[src/rtl/cache_mem_arbiter.sv]
// cache_mem_arbiter: shares one physical-memory line port between the
// I-cache miss port (a, read only) and the D-cache miss/writeback port (b).
// One line transaction is in flight at a time. The winning request is
// latched so that memory sees a stable address and data for the whole
// transfer. A saturating counter records cycles in which one port is
// waiting while the other port owns, or is being handed, the memory.
//
// Optional build macro ARB_ROUND_ROBIN_EN: when it is defined, an IDLE
// conflict goes to the port that did not win the previous IDLE grant.
// When it is undefined, port b always wins an IDLE conflict.
// A completion handoff to the waiting port happens in both builds.

module cache_mem_arbiter #(
    parameter int LINE_W = 256,
    parameter int ADDR_W = 32,
    parameter int CNT_W  = 32
) (
    input  logic              clk,
    input  logic              rst_n,
    input  logic              read_a,
    input  logic [ADDR_W-1:0] address_a,
    output logic              resp_a,
    output logic [LINE_W-1:0] rdata_a,
    input  logic              read_b,
    input  logic              write_b,
    input  logic [ADDR_W-1:0] address_b,
    input  logic [LINE_W-1:0] wdata_b,
    output logic              resp_b,
    output logic [LINE_W-1:0] rdata_b,
    output logic              pmem_read,
    output logic              pmem_write,
    output logic [ADDR_W-1:0] pmem_address,
    output logic [LINE_W-1:0] pmem_wdata,
    input  logic              pmem_resp,
    input  logic [LINE_W-1:0] pmem_rdata,
    output logic [CNT_W-1:0]  contention_count
);

    typedef enum logic [1:0] {
        IDLE    = 2'd0,
        SERVE_A = 2'd1,
        SERVE_B = 2'd2
    } state_t;

    state_t             state_r;
    state_t             state_s;
    logic [ADDR_W-1:0]  address_r;
    logic [LINE_W-1:0]  wdata_r;
    logic               op_write_r;
    logic [CNT_W-1:0]   count_r;
    logic               req_a_s;
    logic               req_b_s;
    logic               pick_b_s;
    logic               grant_a_s;
    logic               grant_b_s;
    logic               contend_s;

    assign req_a_s = read_a;
    assign req_b_s = read_b | write_b;

`ifdef ARB_ROUND_ROBIN_EN
    // last_grant: 0 = a won the last IDLE arbitration, 1 = b did.
    // A completion handoff is not an arbitration decision and leaves it alone.
    logic last_grant_r;

    assign pick_b_s = ~last_grant_r;

    // Remember which port won the most recent grant issued from IDLE
    always_ff @(posedge clk or negedge rst_n) begin
        if (!rst_n) begin
            last_grant_r <= 1'b0;
        end else if ((state_r == IDLE) && grant_b_s) begin
            last_grant_r <= 1'b1;
        end else if ((state_r == IDLE) && grant_a_s) begin
            last_grant_r <= 1'b0;
        end else begin
            last_grant_r <= last_grant_r;
        end
    end
`else
    assign pick_b_s = 1'b1;
`endif

    // Next-state selection: IDLE arbitration and completion handoff
    always_comb begin
        state_s = state_r;
        case (state_r)
            IDLE: begin
                if (req_a_s && req_b_s) begin
                    state_s = pick_b_s ? SERVE_B : SERVE_A;
                end else if (req_a_s) begin
                    state_s = SERVE_A;
                end else if (req_b_s) begin
                    state_s = SERVE_B;
                end else begin
                    state_s = IDLE;
                end
            end
            SERVE_A: begin
                if (pmem_resp) begin
                    state_s = req_b_s ? SERVE_B : IDLE;
                end else begin
                    state_s = SERVE_A;
                end
            end
            SERVE_B: begin
                if (pmem_resp) begin
                    state_s = req_a_s ? SERVE_A : IDLE;
                end else begin
                    state_s = SERVE_B;
                end
            end
            default: begin
                state_s = IDLE;
            end
        endcase
    end

    // A grant is any edge that enters a SERVE state from elsewhere; the same
    // port is never re-entered directly, so this also covers handoffs.
    assign grant_a_s = (state_s == SERVE_A) && (state_r != SERVE_A);
    assign grant_b_s = (state_s == SERVE_B) && (state_r != SERVE_B);

    // A port waits while the other one owns the memory or is taking it this edge
    assign contend_s = (req_a_s && (state_r != SERVE_A) && ((state_r == SERVE_B) || grant_b_s)) ||
                       (req_b_s && (state_r != SERVE_B) && ((state_r == SERVE_A) || grant_a_s));

    // State register
    always_ff @(posedge clk or negedge rst_n) begin
        if (!rst_n) begin
            state_r <= IDLE;
        end else begin
            state_r <= state_s;
        end
    end

    // Latch the winning request so memory sees it unchanged for the whole transfer
    always_ff @(posedge clk or negedge rst_n) begin
        if (!rst_n) begin
            address_r  <= {ADDR_W{1'b0}};
            wdata_r    <= {LINE_W{1'b0}};
            op_write_r <= 1'b0;
        end else if (grant_a_s) begin
            address_r  <= address_a;
            op_write_r <= 1'b0;
        end else if (grant_b_s) begin
            address_r  <= address_b;
            wdata_r    <= wdata_b;
            op_write_r <= write_b;
        end else begin
            address_r  <= address_r;
            op_write_r <= op_write_r;
        end
    end

    // Saturating contention counter
    always_ff @(posedge clk or negedge rst_n) begin
        if (!rst_n) begin
            count_r <= {CNT_W{1'b0}};
        end else if (contend_s && (count_r != {CNT_W{1'b1}})) begin
            count_r <= count_r + {{(CNT_W-1){1'b0}}, 1'b1};
        end else begin
            count_r <= count_r;
        end
    end

    // Strobes decode the registered state; completions are the memory pulse
    // qualified by the owning port, and read data passes straight through.
    assign pmem_read        = (state_r == SERVE_A) || ((state_r == SERVE_B) && !op_write_r);
    assign pmem_write       = (state_r == SERVE_B) && op_write_r;
    assign pmem_address     = address_r;
    assign pmem_wdata       = wdata_r;
    assign resp_a           = pmem_resp && (state_r == SERVE_A);
    assign resp_b           = pmem_resp && (state_r == SERVE_B);
    assign rdata_a          = pmem_rdata;
    assign rdata_b          = pmem_rdata;
    assign contention_count = count_r;

endmodule

[config.mk]
export PLATFORM = sky130hd
export DESIGN_NAME = cache_mem_arbiter
export DESIGN_NICKNAME = d
export VERILOG_FILES = /design/src/rtl/cache_mem_arbiter.sv
export SDC_FILE = /design/constraint.sdc
export NUM_CORES = 1
export LEC_CHECK = 0
export BUFFER_PORTS_ARGS = -buffer_cell sky130_fd_sc_hd__buf_2
export CAP_MARGIN = 20
export CELL_PAD_IN_SITES_DETAIL_PLACEMENT = 0
export CELL_PAD_IN_SITES_GLOBAL_PLACEMENT = 1
export CORE_AREA = 2 2 547 549
export CTS_CLUSTER_DIAMETER = 80
export DETAILED_ROUTE_END_ITERATION = 12
export DIE_AREA = 0 0 549 551
export MAX_ROUTING_LAYER = met4
export PLACE_DENSITY = 0.3
export RECOVER_POWER = 25
export SLEW_MARGIN = 20
export SYNTH_ARGS = -nofsm -noshare
export SYNTH_HDL_FRONTEND = slang
export SYNTH_SLANG_ARGS = --single-unit
[constraint.sdc]
create_clock -name clk -period 3 [get_ports clk]
set_input_delay 0.15 -clock clk [delete_from_list [all_inputs] [get_ports clk]]
set_output_delay 0.15 -clock clk [all_outputs]
set_load 0.1 [all_outputs]
==> results.toml <==
[sta]
setup_viol = 0
fin_ws_ps = 323.8
slew_headroom_pct = 40.68
min_period_over_period_pct = 89.21
max_freq_ghz = 0.3737
hold_violations = 0
rsz0062_at_grt = "false"
final.setup.tns_ps = 0
report.final.slew_viol_count = 0
fin_crit_ps = 2676
fin_skew_ps = 28.76
worst_pin_slew_ps = 889.8

[clock_network]
ctsHtreeMaxLevel = 2
clock-sinks = 323
cts-resized-gates = 0
cts_tree = "done"
clock_path_buffers = 3
postCtsSetupBuffers = 0
cts_inserted_buffers = 52
clk_pin_slew_worst_paths_ps = 60
clock_latency_ps = 660
cts_root_buf = "clkbuf_16"

[setup_path]
crit_path_end_kind = "flip-flop"
crit_path_max_incr_delay_ps = 620
cp_cell_sequence = "nor3_1, buf_4, a211o_4, buf_12, buf_4, o22ai_1, dlygate4sd3_1, nor2_1"
crit_fanout = 22
cpLargestDelayFamily = "buffers and inverters"
worstSetupPathType = "flip-flop to flip-flop"
required_ps = 3530
cpMaxStageDelayCell = "dlygate4sd3_1"
path_buf_inv = 4
cpMostUsedCell = "buf_4"
arrival_ps = 3210
rrSetupSlack_ps = 320
start_kind = "flip-flop"

[floorplan]
io-pin-count = 1418
dieArea_sq_um = 302500
die_width_microns = 549
start_util_pct = 5.530
rows = 200
core_area_sq_um = 296300
die_h_microns = 551

[power_and_ir_drop]
p_leak_nw = 10.37
p_per_area_nw_per_um2 = 1426
ir_worst_vdd_mv = 0.9982

[routing]
wl_microns = 136100
vias = 12400
drc = 0
ant_nets = 0
routed_via_density = 2.088
first_pass_iters = 4
wl_per_cell_microns = 22.93
drtIter0Drc = 339

[placement]
port_buffers = 649
gp_congestion = 0.7511
hpwl_microns = 120800
dpl_worst_slack_ps = 572.3

[layout]
fin_nets = 2463
final_cell_mix = "buf_2, dlygate4sd3_1, dfrtp_1"
drive_gt1_share_pct = 54.48
syn_to_final_growth_pct = 59.83
final_util_pct = 8.838
final_common_cell = "buf_2"

[yosys]
yosys.area_share.simple_pct = 4.636
synthMuxAreaShare_pct = 17.92
yosysWarnings = 0
ys_seq_area_share_pct = 49.34
yosys_register_bits = 323
synthArstFlopShare_pct = 100.0
synth-compound-area-share_pct = 1.848
synth_edf_count = 0
syn_area_sq_um = 16380
synth-xor-area-share_pct = 1.336
synth_top_family_by_area = "buffers and inverters"
synthAdderAreaFrac_pct = 0.07637
synth_top_flop_cell = "dfrtp_1"
syn-num-nets = 1946
synth_cell_type_count = 46
syn_inst = 1363
avgSynthCellArea_sq_um = 12.02

[flow_run]
maxCapViolCount = 0

[grt]
track_usage_pct = 8.936
grt_pass1_wl_microns = 167300
grt_pass1_vias = 13690
gr-total-overflow = 0
grt_max_degree = 68
antenna_found_initial = 91

[status]
status = "finished, final reports clean"

[worst_hold_path]
worstHoldPathType = "primary input to async pin"
synthesized netlist by cell type, types with 3 or more instances:
master	instances	area [sq um]
buf_4	513	3851
nand2_1	14	52.55
nor3_1	6	30.03
nand3_1	11	55.05
nor2_1	68	255.2
clkbuf_1	11	41.29
dfrtp_1	323	8083
o21ai_0	3	15.01
xor2_1	11	96.34
mux2_2	258	2905
o22ai_1	32	200.2
buf_2	27	135.1
nor4_1	7	43.79
nand4_1	11	68.82
inv_1	8	30.03
nor4_2	5	62.56
and3_1	4	25.02
xnor2_1	14	122.6
power breakdown:
part           internal (mW)  leakage [nW]  switching [mW]  total, mW
combinational           4.03          5.76            19.4       23.5
clock                   3.65         0.834            2.48       6.13
sequential              6.42          3.77            1.33       7.75
total                   14.1          10.4            23.2       37.3
through the flow:
| step | std cells | area, sq um | hold slack [ps] | power [mW] |
|---|---|---|---|---|
| 2_1_floorplan | 1363 | 16380 | -145.6 | 28.74 |
| 3_3_place_gp | 5440 | 21050 | 229.5 | 31.18 |
| 3_5_place_dp | 5440 | 21050 | 241.9 | 31.18 |
| 4_1_cts | 5859 | 25990 | 47.24 | 38.20 |
| 5_1_grt | 5925 | 26160 | 88.68 | 38.87 |
| 6_report | 5935 | 26190 | 62.35 | 37.34 |
state kept, by name (all words and copies together) (netlist names):
signal	flops
contention_count	32
op_write_r	1
pmem_address	32
pmem_wdata	256
state_r	2
worst register-to-register path, cell delays in order, from the launching register on:
cell,delay (ps)
dfrtp_1,480
nor3_1,100
buf_4,160
a211o_4,470
buf_12,280
buf_4,220
o22ai_1,190
dlygate4sd3_1,620
nor2_1,50
final timing paths:
| kind | to | depth (start not counted) | start |
|---|---|---|---|
| setup / recovery | pmem_address[1] | 8 | state_r[1] |
| hold / removal | pmem_wdata[240] | 2 | rst_n |
| setup reg to reg | pmem_address[1] | 8 | state_r[1] |
| hold reg to reg | pmem_address[6] | 2 | pmem_address[6] |
| max in group asynchronous | pmem_wdata[26] | 3 | rst_n |
| min in group clk | op_write_r | 5 | read_a |
cell type report:
type | count | area [sq um]
repair buffers | 1017 | 7009
clock inverters | 19 | 185.2
inverters | 8 | 30.03
well taps | 3939 | 4928
multi-input cells | 478 | 4250
clock buffers | 75 | 1509
flip-flops and latches | 323 | 8083
fillers | 34580 | 270100
diodes | 76 | 190.2
per-layer routing:
metal  global-route usage (%)  share of wire, %  vias to the layer above
li1                         -                 -                     5239
met1                    7.070                28                     5757
met2                    14.67                48                     1165
met3                    8.070                21                      234
met4                    2.936               3.5                        0
met5                        -                 0                        -
cell families (layout without fill, tap and decap cells):
| logic type | after synthesis | after routing |
|---|---|---|
| buffers and inverters | 562 | 1119 |
| DFF | 323 | 323 |
| muxes | 261 | 261 |
| and+or+nand+nor | 145 | 145 |
| AOI/OAI and AO/OA | 46 | 46 |
| xor gates and xnor gates | 25 | 25 |
| adders and majority gates | 1 | 1 |
| other | 0 | 76 |
repair_timing:
item	CTS	global route
hold buffers	325	0
endpoints found under the setup margin	0	0
hold endpoints to repair	336	0
(Power assumes the default switching activity.)
